## src/rtl/mem_pkg.sv

```systemverilog
// mem_pkg: shared widths, byte-lane positions, state and opcode encodings
// for the memory port master.
//   ADDR_W / DATA_W : byte address and word widths
//   HI_* / LO_*     : big-endian lanes; HI is the byte at addr, LO is addr+1
//   state_t         : master FSM states
//   op_t            : request opcode {req_write, req_byte}
//   byte_load()     : places the HI byte in [7:0], zero- or sign-extended
package mem_pkg;
    localparam int ADDR_W = 16;
    localparam int DATA_W = 16;
    localparam int BYTE_W = 8;
    localparam int HI_MSB = 15;
    localparam int HI_LSB = 8;
    localparam int LO_MSB = 7;
    localparam int LO_LSB = 0;

    typedef enum logic [2:0] {
        IDLE,
        RD,
        RMW_RD,
        WR_SETUP,
        WR_PULSE,
        WR_HOLD
    } state_t;

    typedef enum logic [1:0] {
        OP_LD_WORD = 2'b00,
        OP_LD_BYTE = 2'b01,
        OP_ST_WORD = 2'b10,
        OP_ST_BYTE = 2'b11
    } op_t;

    function automatic logic [DATA_W-1:0] byte_load(input logic [DATA_W-1:0] word,
                                                    input logic sign_ext);
        return {{BYTE_W{sign_ext & word[HI_MSB]}}, word[HI_MSB:HI_LSB]};
    endfunction
endpackage

```

## src/rtl/mem_we_pulse_gen.sv

```systemverilog
// mem_we_pulse_gen: registered write-enable pulse generator.
//   clk, rst_n : clock, asynchronous active-low reset
//   start      : strobe; we rises on the next rising edge
//   we         : flop output, high for exactly WE_CYCLES cycles
//   done       : one-cycle strobe in the cycle after we falls
module mem_we_pulse_gen #(
    parameter int WE_CYCLES = 1
) (
    input  logic clk,
    input  logic rst_n,
    input  logic start,
    output logic we,
    output logic done
);
    localparam logic [3:0] CNT_LOAD = 4'(WE_CYCLES - 1);

    logic       we_q, we_d;
    logic       done_q, done_d;
    logic [3:0] cnt_q, cnt_d;

    always_comb begin
        we_d   = we_q;
        cnt_d  = cnt_q;
        done_d = 1'b0;
        if (start) begin
            we_d  = 1'b1;
            cnt_d = CNT_LOAD;
        end else if (we_q) begin
            // cnt_q counts the remaining high cycles after the current one
            we_d   = (cnt_q != 4'd0);
            done_d = (cnt_q == 4'd0);
            cnt_d  = cnt_q - 4'd1;
        end
    end

    always_ff @(posedge clk or negedge rst_n) begin
        if (!rst_n) begin
            we_q   <= 1'b0;
            done_q <= 1'b0;
            cnt_q  <= 4'd0;
        end else begin
            we_q   <= we_d;
            done_q <= done_d;
            cnt_q  <= cnt_d;
        end
    end

    assign we   = we_q;
    assign done = done_q;
endmodule

```

## src/rtl/mem_port_master.sv

```systemverilog
// mem_port_master: turns a valid/ready load/store request stream into safely
// timed cycles on one port of a big-endian byte-addressed 16-bit memory.
//   clk, rst_n            : clock, asynchronous active-low reset
//   req_valid/req_ready   : request handshake (ready only in IDLE)
//   req_write, req_byte   : store/load, byte/word
//   req_addr, req_wdata   : byte address, store data (byte stores use [7:0])
//   rsp_valid, rsp_rdata  : one-cycle completion pulse, load data (0 for stores)
//   mem_addr, mem_wdata   : memory address and write data, held through writes
//   mem_we                : registered write-enable pulse of WE_CYCLES cycles
//   mem_rdata             : combinational memory read data
module mem_port_master
    import mem_pkg::*;
#(
    parameter int WE_CYCLES     = 1,
    parameter bit SIGN_EXT_BYTE = 1'b0
) (
    input  logic              clk,
    input  logic              rst_n,
    input  logic              req_valid,
    output logic              req_ready,
    input  logic              req_write,
    input  logic              req_byte,
    input  logic [ADDR_W-1:0] req_addr,
    input  logic [DATA_W-1:0] req_wdata,
    output logic              rsp_valid,
    output logic [DATA_W-1:0] rsp_rdata,
    output logic [ADDR_W-1:0] mem_addr,
    output logic [DATA_W-1:0] mem_wdata,
    output logic              mem_we,
    input  logic [DATA_W-1:0] mem_rdata
);
    state_t            state_q, state_d;
    logic              byte_q, byte_d;
    logic [BYTE_W-1:0] wbyte_q, wbyte_d;
    logic [ADDR_W-1:0] mem_addr_q, mem_addr_d;
    logic [DATA_W-1:0] mem_wdata_q, mem_wdata_d;
    logic [DATA_W-1:0] rsp_rdata_q, rsp_rdata_d;
    logic              rsp_valid_q, rsp_valid_d;
    logic              pulse_start, pulse_done;
    op_t               op;

    assign op = op_t'({req_write, req_byte});

    always_comb begin
        state_d     = state_q;
        byte_d      = byte_q;
        wbyte_d     = wbyte_q;
        mem_addr_d  = mem_addr_q;
        mem_wdata_d = mem_wdata_q;
        rsp_rdata_d = rsp_rdata_q;
        rsp_valid_d = 1'b0;
        pulse_start = 1'b0;
        case (state_q)
            IDLE: begin
                if (req_valid) begin
                    mem_addr_d  = req_addr;
                    byte_d      = req_byte;
                    wbyte_d     = req_wdata[LO_MSB:LO_LSB];
                    mem_wdata_d = (op == OP_ST_WORD) ? req_wdata : mem_wdata_q;
                    state_d     = (op == OP_ST_BYTE) ? RMW_RD :
                                  (op == OP_ST_WORD) ? WR_SETUP : RD;
                end
            end
            RD: begin
                rsp_rdata_d = byte_q ? byte_load(mem_rdata, SIGN_EXT_BYTE) : mem_rdata;
                rsp_valid_d = 1'b1;
                state_d     = IDLE;
            end
            RMW_RD: begin
                // the neighbouring byte at addr+1 is written back unchanged
                mem_wdata_d = {wbyte_q, mem_rdata[LO_MSB:LO_LSB]};
                state_d     = WR_SETUP;
            end
            WR_SETUP: begin
                pulse_start = 1'b1;
                state_d     = WR_PULSE;
            end
            WR_PULSE: begin
                state_d = pulse_done ? WR_HOLD : WR_PULSE;
            end
            WR_HOLD: begin
                rsp_rdata_d = '0;
                rsp_valid_d = 1'b1;
                state_d     = IDLE;
            end
            default: state_d = IDLE;
        endcase
    end

    always_ff @(posedge clk or negedge rst_n) begin
        if (!rst_n) begin
            state_q     <= IDLE;
            byte_q      <= 1'b0;
            wbyte_q     <= '0;
            mem_addr_q  <= '0;
            mem_wdata_q <= '0;
            rsp_rdata_q <= '0;
            rsp_valid_q <= 1'b0;
        end else begin
            state_q     <= state_d;
            byte_q      <= byte_d;
            wbyte_q     <= wbyte_d;
            mem_addr_q  <= mem_addr_d;
            mem_wdata_q <= mem_wdata_d;
            rsp_rdata_q <= rsp_rdata_d;
            rsp_valid_q <= rsp_valid_d;
        end
    end

    mem_we_pulse_gen #(
        .WE_CYCLES(WE_CYCLES)
    ) u_we_pulse (
        .clk  (clk),
        .rst_n(rst_n),
        .start(pulse_start),
        .we   (mem_we),
        .done (pulse_done)
    );

    assign req_ready = (state_q == IDLE);
    assign rsp_valid = rsp_valid_q;
    assign rsp_rdata = rsp_rdata_q;
    assign mem_addr  = mem_addr_q;
    assign mem_wdata = mem_wdata_q;
endmodule

```

## config.mk

```make
export PLATFORM = sky130hd
export DESIGN_NAME = mem_port_master
export DESIGN_NICKNAME = d
export VERILOG_FILES = /design/src/rtl/mem_pkg.sv /design/src/rtl/mem_we_pulse_gen.sv /design/src/rtl/mem_port_master.sv
export SDC_FILE = /design/constraint.sdc
export NUM_CORES = 1
export LEC_CHECK = 0
export BUFFER_PORTS_ARGS = -buffer_cell sky130_fd_sc_hd__clkbuf_2
export CORE_ASPECT_RATIO = 2
export CORE_MARGIN = 10
export CORE_UTILIZATION = 44
export DETAILED_ROUTE_END_ITERATION = 10
export PLACE_DENSITY = 0.83
export SETUP_SLACK_MARGIN = 0.5
export SYNTH_ARGS = -nofsm -noshare
export SYNTH_HDL_FRONTEND = slang
export SYNTH_HIERARCHICAL = 1
export SYNTH_SLANG_ARGS = --single-unit
```

## constraint.sdc

```tcl
create_clock -name clk -period 1.6 [get_ports clk]
set_clock_uncertainty 0.2 [all_clocks]
set_input_delay 0.08 -clock clk [delete_from_list [all_inputs] [get_ports clk]]
set_output_delay 0.08 -clock clk [all_outputs]
set_load 0.01 [all_outputs]
```

== Yosys cells after proc, flatten, opt, wreduce, memory -nomap -nowiden ==
Cells that the tools add are included.
Cells by class
  add/sub/neg operators: 1
  reductions and logical operators: 9
  equality and inequality tests: 9
  muxes and demuxes: 18
Operators with widths (count)
  one-hot mux 16 bit (2 select lines): 2
  2-to-1 mux 16 bit: 3
  one-hot mux 3 bit (4 select lines): 1
  2-to-1 mux 4 bit: 2
  2-to-1 mux 1 bit: 7
  equality test 3 x 2 -> 1 bit, second input constant: 2
  equality test 3 bit, second input constant: 2
  nonzero test 2 bit: 3
  equality test 2 bit, second input constant: 2
  zero test 4 bit: 1
  2-to-1 mux 2 bit: 2
  nonzero test 4 bit: 1
  subtractor 4 x 1 -> 4 bit, second input constant: 1
  equality test 3 x 1 -> 1 bit, second input constant: 1
  zero test 3 bit: 1
  2-to-1 mux 3 bit: 1
  AND reduction 3 bit: 1
  != test 2 x 1 -> 1 bit, second input constant: 1
  != test 2 bit, second input constant: 1
  AND reduction 2 bit: 1
  OR reduction 2 bit: 1
Word-level totals
  bits in registers: 67
  output and inout port bits: 51

== Logic depth before layout (Yosys ltp) ==
  word-level depth: 5
  gate-level depth with buffers: 6

== By module ==
Netlist, hierarchy kept.
By module, submodules not included
  mem_port_master: instances 1, area each 2565.0 um^2, cells an instance 186
  mem_we_pulse_gen: instances 1, area each 310.3 um^2, cells an instance 25

== Least setup slack after synthesis ==
No wires, ideal clock.
  kind: register -> register
  from: reg state_q[1]
  to: reg byte_q
  arrival: 1.497 ns
  slack: -0.224 ns
  path buffers: 3
  stages on the path, launching flop included: 7
  library setup time: 0.127 ns
  path through: dfrtp_1 > buf_2 > nor3_2 > and2_1 > buf_4 > buf_6 > mux2_1
On the way
  longest elaborated chain between the ends: 2
Ends and longest elaborated chain
  start, declared: RTL line mem_port_master.sv:32  | state_t state_q, state_d;
  start signal, assigned: RTL line mem_port_master.sv:100  | state_q <= state_d;
  zero test 3 bit
  named net req_ready: RTL line mem_port_master.sv:20  | output logic req_ready,
  AND reduction 2 bit (no line)
  end signal, assigned: RTL line mem_port_master.sv:101  | byte_q <= byte_d;
  end, declared: RTL line mem_port_master.sv:33  | logic byte_q, byte_d;
The timed path passes the listed nets, and every way through them passes these cells.
A chain may end at the register's enable or synchronous reset.

== Worst setup path after layout ==
  from: reg state_q[0]
  to: reg mem_wdata_q[15] (netlist: mem_wdata[15])
On the way
  longest elaborated chain between the ends: 3
  elaborated cells on any way between the ends: 7
Ends and longest elaborated chain
  zero test 3 bit or equality test 3 x 2 -> 1 bit (tied branches): RTL line mem_port_master.sv:53  | case (state_q)
  != test 2 x 1 -> 1 bit (no line), or another cell as far along
  AND reduction 3 bit (no line)
  end signal, assigned: RTL line mem_port_master.sv:104  | mem_wdata_q <= mem_wdata_d;
  end, declared: RTL line mem_port_master.sv:36  | logic [DATA_W-1:0] mem_wdata_q, mem_wdata_d;
Several ways; a longest one is shown, not always the timed one.

==> flow_summary.json <==
{
  "grtUsageTotal_pct": 21.5,
  "clockRootBuffer": "clkbuf_16",
  "outcome": "finished, violations left",
  "crit_path_start_kind": "flop",
  "seqPwrFrac_pct": 27.8,
  "grt_pass1_wl_mm": 17.1,
  "cp_max_fo": 16,
  "cap_viol_max_count": 0,
  "p_switching_mw": 4.42,
  "drtIter0Drc": 404,
  "wl_per_cell_um": 27.3,
  "finalHoldViolations": 0,
  "clock_power_share_pct": 18.9,
  "core_um2": 6360,
  "clk_latency_ns": 0.34,
  "power_mw": 12.0,
  "syn_nets": 266,
  "slew_headroom_pct": 69.8,
  "dr_total_vias": 3011,
  "die_w_um": 77.2,
  "grt_pass1_vias": 3038,
  "regToRegSetupSlack_ns": -0.20,
  "rr_startpoint": "state_q[0]$_DFFE_PN0P_",
  "stdcell_count": 510,
  "total_leakage_power_nw": 2.51,
  "cts_tree": "yes",
  "io_buffers": 103,
  "synth_area_per_cell_um2": 13.6,
  "p_int_mw": 7.60,
  "grt_max_degree": 33,
  "syn_to_final_growth_pct": 81.1,
  "setup_ws_ns": -0.202,
  "grt-ovfl-total": 0,
  "min_path_type": "in -> async",
  "period_share_pct": 113,
  "antenna_found_initial": 1,
  "hpwl_mm": 6.12,
  "die_area_um2": 10400,
  "setup_viol": 54,
  "netlist_area_um2": 2880,
  "critPathRequiredTime_ns": 1.65,
  "share_comb_of_total_power_pct": 53.3,
  "reg2reg_to": "mem_wdata[15]$_DFFE_PN0P_",
  "ys_seq_area_share_pct": 58.3,
  "start_util_pct": 45.2,
  "fp-row-count": 41,
  "ir_worst_vdd_uv": 1510,
  "period_needed_ns": 1.80,
  "r2r_cells": 3,
  "vias_per_cell": 5.90,
  "dr.pass1.iters": 5,
  "cp-end-kind": "flop",
  "nFillCells": 327,
  "violations": "negative setup slack",
  "final_antenna_net_count": 0,
  "design_area_um2": 5210,
  "clk_pin_slew_ns": 0.07,
  "gp_congestion": 0.797,
  "ioPinCount": 104,
  "clock_path_buffers": 2,
  "cts_htree_levels": 3,
  "path_class": "reg -> reg",
  "synth_warnings": 6,
  "nets": 473,
  "tightest_slew_ns": 0.453,
  "dpl.cell_count": 399,
  "crit_arrival_ns": 1.85,
  "switching_share_pct": 36.8,
  "crit_path_start": "state_q[0]$_DFFE_PN0P_",
  "preCtsSetupSlack_ns": -0.294,
  "syn-instance-count": 211,
  "powerDensity_nw_per_um2": 2310,
  "cts_made_buffers": 9,
  "die_h_um": 134,
  "wl_mm": 13.9,
  "crit_end": "mem_wdata[15]$_DFFE_PN0P_",
  "cts.sinks": 67,
  "synth_cell_types": 31,
  "dpl_cell_area_um2": 3550,
  "synth_seq_cells": 67,
  "drive_gt1_share_pct": 53.4,
  "drc": 0,
  "report.final.slew_viol_count": 0,
  "max_freq_mhz": 555,
  "rsz0062_at_grt": "yes"
}
-- cells in the final DEF, fill, tap and decap left out, drive strengths merged --
cell,instances
or2,2
nand2b,3
a211oi,2
a22o,24
and4,1
clkbuf,66
and2,1
dfrtp,67
diode,1
bufinv,2
nor2,5
inv,4
clkinvlp,1
dlygate4sd3,52
or2b,1
mux2,26
o21ai,8
or3b,1
nor4b,1
a21bo,1
a21oi,3
nor3,2
nand3b,1
mux2i,8
a221o,16
nor2b,1
nor3b,2
nand2,10
ha,2
buf,104
a21o,2
clkinv,2
a31oi,1
xnor2,1
-- cell families after synthesis --
family | after synthesis | share of synthesized area (%)
AOI/OAI and AO/OA | 57 | 16.4
xor gates and xnor gates | 1 | 0.305
muxes | 34 | 13.0
adders and majority gates | 2 | 0.870
buffers and inverters | 19 | 4.13
and+or+nand+nor | 31 | 7.01
DFF | 67 | 58.3
-- through the flow --
| stage | setup TNS (ns) | hold WS, ns | utilization, % |
|---|---|---|---|
| after floorplan | -4.21 | -0.416 | - |
| after global placement | -6.65 | -0.157 | 55.7 |
| after detailed placement | -7.91 | -0.155 | 55.7 |
| after CTS | -0.826 | 0.0143 | 74.8 |
| after global routing | -6.61 | 0.0628 | 81.8 |
| final | -5.47 | 0.0168 | 81.8 |
-- flip-flops by register name (all words and copies together) (netlist names) --
signal            cells
u_we_pulse/we         1
state_q               3
mem_wdata            16
byte_q                1
mem_addr             16
rsp_rdata            16
u_we_pulse/done       1
u_we_pulse/cnt_q      4
wbyte_q               8
rsp_valid             1
-- worst min path at each step --
stage                                      to  slack (ns)  depth (start not counted)
CTS                    state_q[0]$_DFFE_PN0P_        0.01                          4
finish              rsp_rdata[11]$_DFFE_PN0P_        0.02                          2
global placement     rsp_rdata[5]$_DFFE_PN0P_       -0.16                          1
global route           state_q[0]$_DFFE_PN0P_        0.06                          4
detailed placement   rsp_rdata[7]$_DFFE_PN0P_       -0.16                          1
floorplan                  byte_q$_DFFE_PN0P_       -0.42                          0
-- power groups by stage --
stage | logic (mW) | clock network, mW | registers, mW
2_1_floorplan | 2.18 | 0 | 3.34
3_3_place_gp | 3.54 | 0 | 3.09
3_5_place_dp | 3.69 | 0 | 3.14
4_1_cts | 4.76 | 2.22 | 3.11
5_1_grt | 6.70 | 2.35 | 3.39
6_report | 6.41 | 2.27 | 3.35
-- final cells by class --
type                            instances  area (µm²)  area share [%]
Tap cell                               86         108            2.07
Sequential cell                        67        1680            32.3
Antenna cell                            1        2.50          0.0481
Inverter                                4        15.0           0.288
Clock buffer                           11         253            4.85
Timing Repair Buffer                  211        1790            34.4
Clock inverter                          5        85.1            1.63
Multi-Input combinational cell        125        1270            24.4
-- critical path, stage by stage, from the launching register on --
cell and delay, ns:
dfrtp_2 0.44, nor3_4 0.23, and4_2 0.54, a221o_1 0.29
-- what timing repair did --
action / CTS / global route
pin swaps: 16 / 7
cloned: 1 / 2
endpoints found under the hold margin: 126 / 0
hold buffers: 52 / 0
resized for setup: 45 / 108
endpoints found under the setup margin: 118 / 118
buffers inserted: 19 / 20
-- synthesized netlist by cell type --
master / instances / area share (%)
dfrtp_1: 67 / 58
mux2_1: 26 / 10
a22o_1: 24 / 7.3
a221o_1: 16 / 5.6
nand2_1: 10 / 1.3
mux2i_1: 8 / 2.8
o21ai_1: 8 / 1.4
buf_2: 5 / 0.87
buf_6: 5 / 2.0
nor2_1: 5 / 0.65
clkbuf_1: 4 / 0.52
inv_1: 4 / 0.52
a21oi_1: 3 / 0.52
nand2b_1: 3 / 0.65
a211oi_1: 2 / 0.52
a21o_1: 2 / 0.52
ha_1: 2 / 0.87
nor3_2: 2 / 0.70
nor3b_2: 2 / 0.87
or2_1: 2 / 0.44
a21bo_2: 1 / 0.35
a31oi_1: 1 / 0.22
and2_1: 1 / 0.22
and4_1: 1 / 0.30
buf_4: 1 / 0.26
nand3b_1: 1 / 0.26
nor2b_1: 1 / 0.22
nor4b_4: 1 / 0.83
or2b_1: 1 / 0.26
or3b_1: 1 / 0.30
xnor2_1: 1 / 0.30
-- metal layers --
metal	routed length, µm	GRT usage (%)	vias to the layer above
li1	-	-	1206
met4	830	13.6	0
met3	1070	6.22	64
met1	4630	20.2	1503
met5	0	0	-
met2	7380	39.2	238
(Power assumes the default switching activity.)
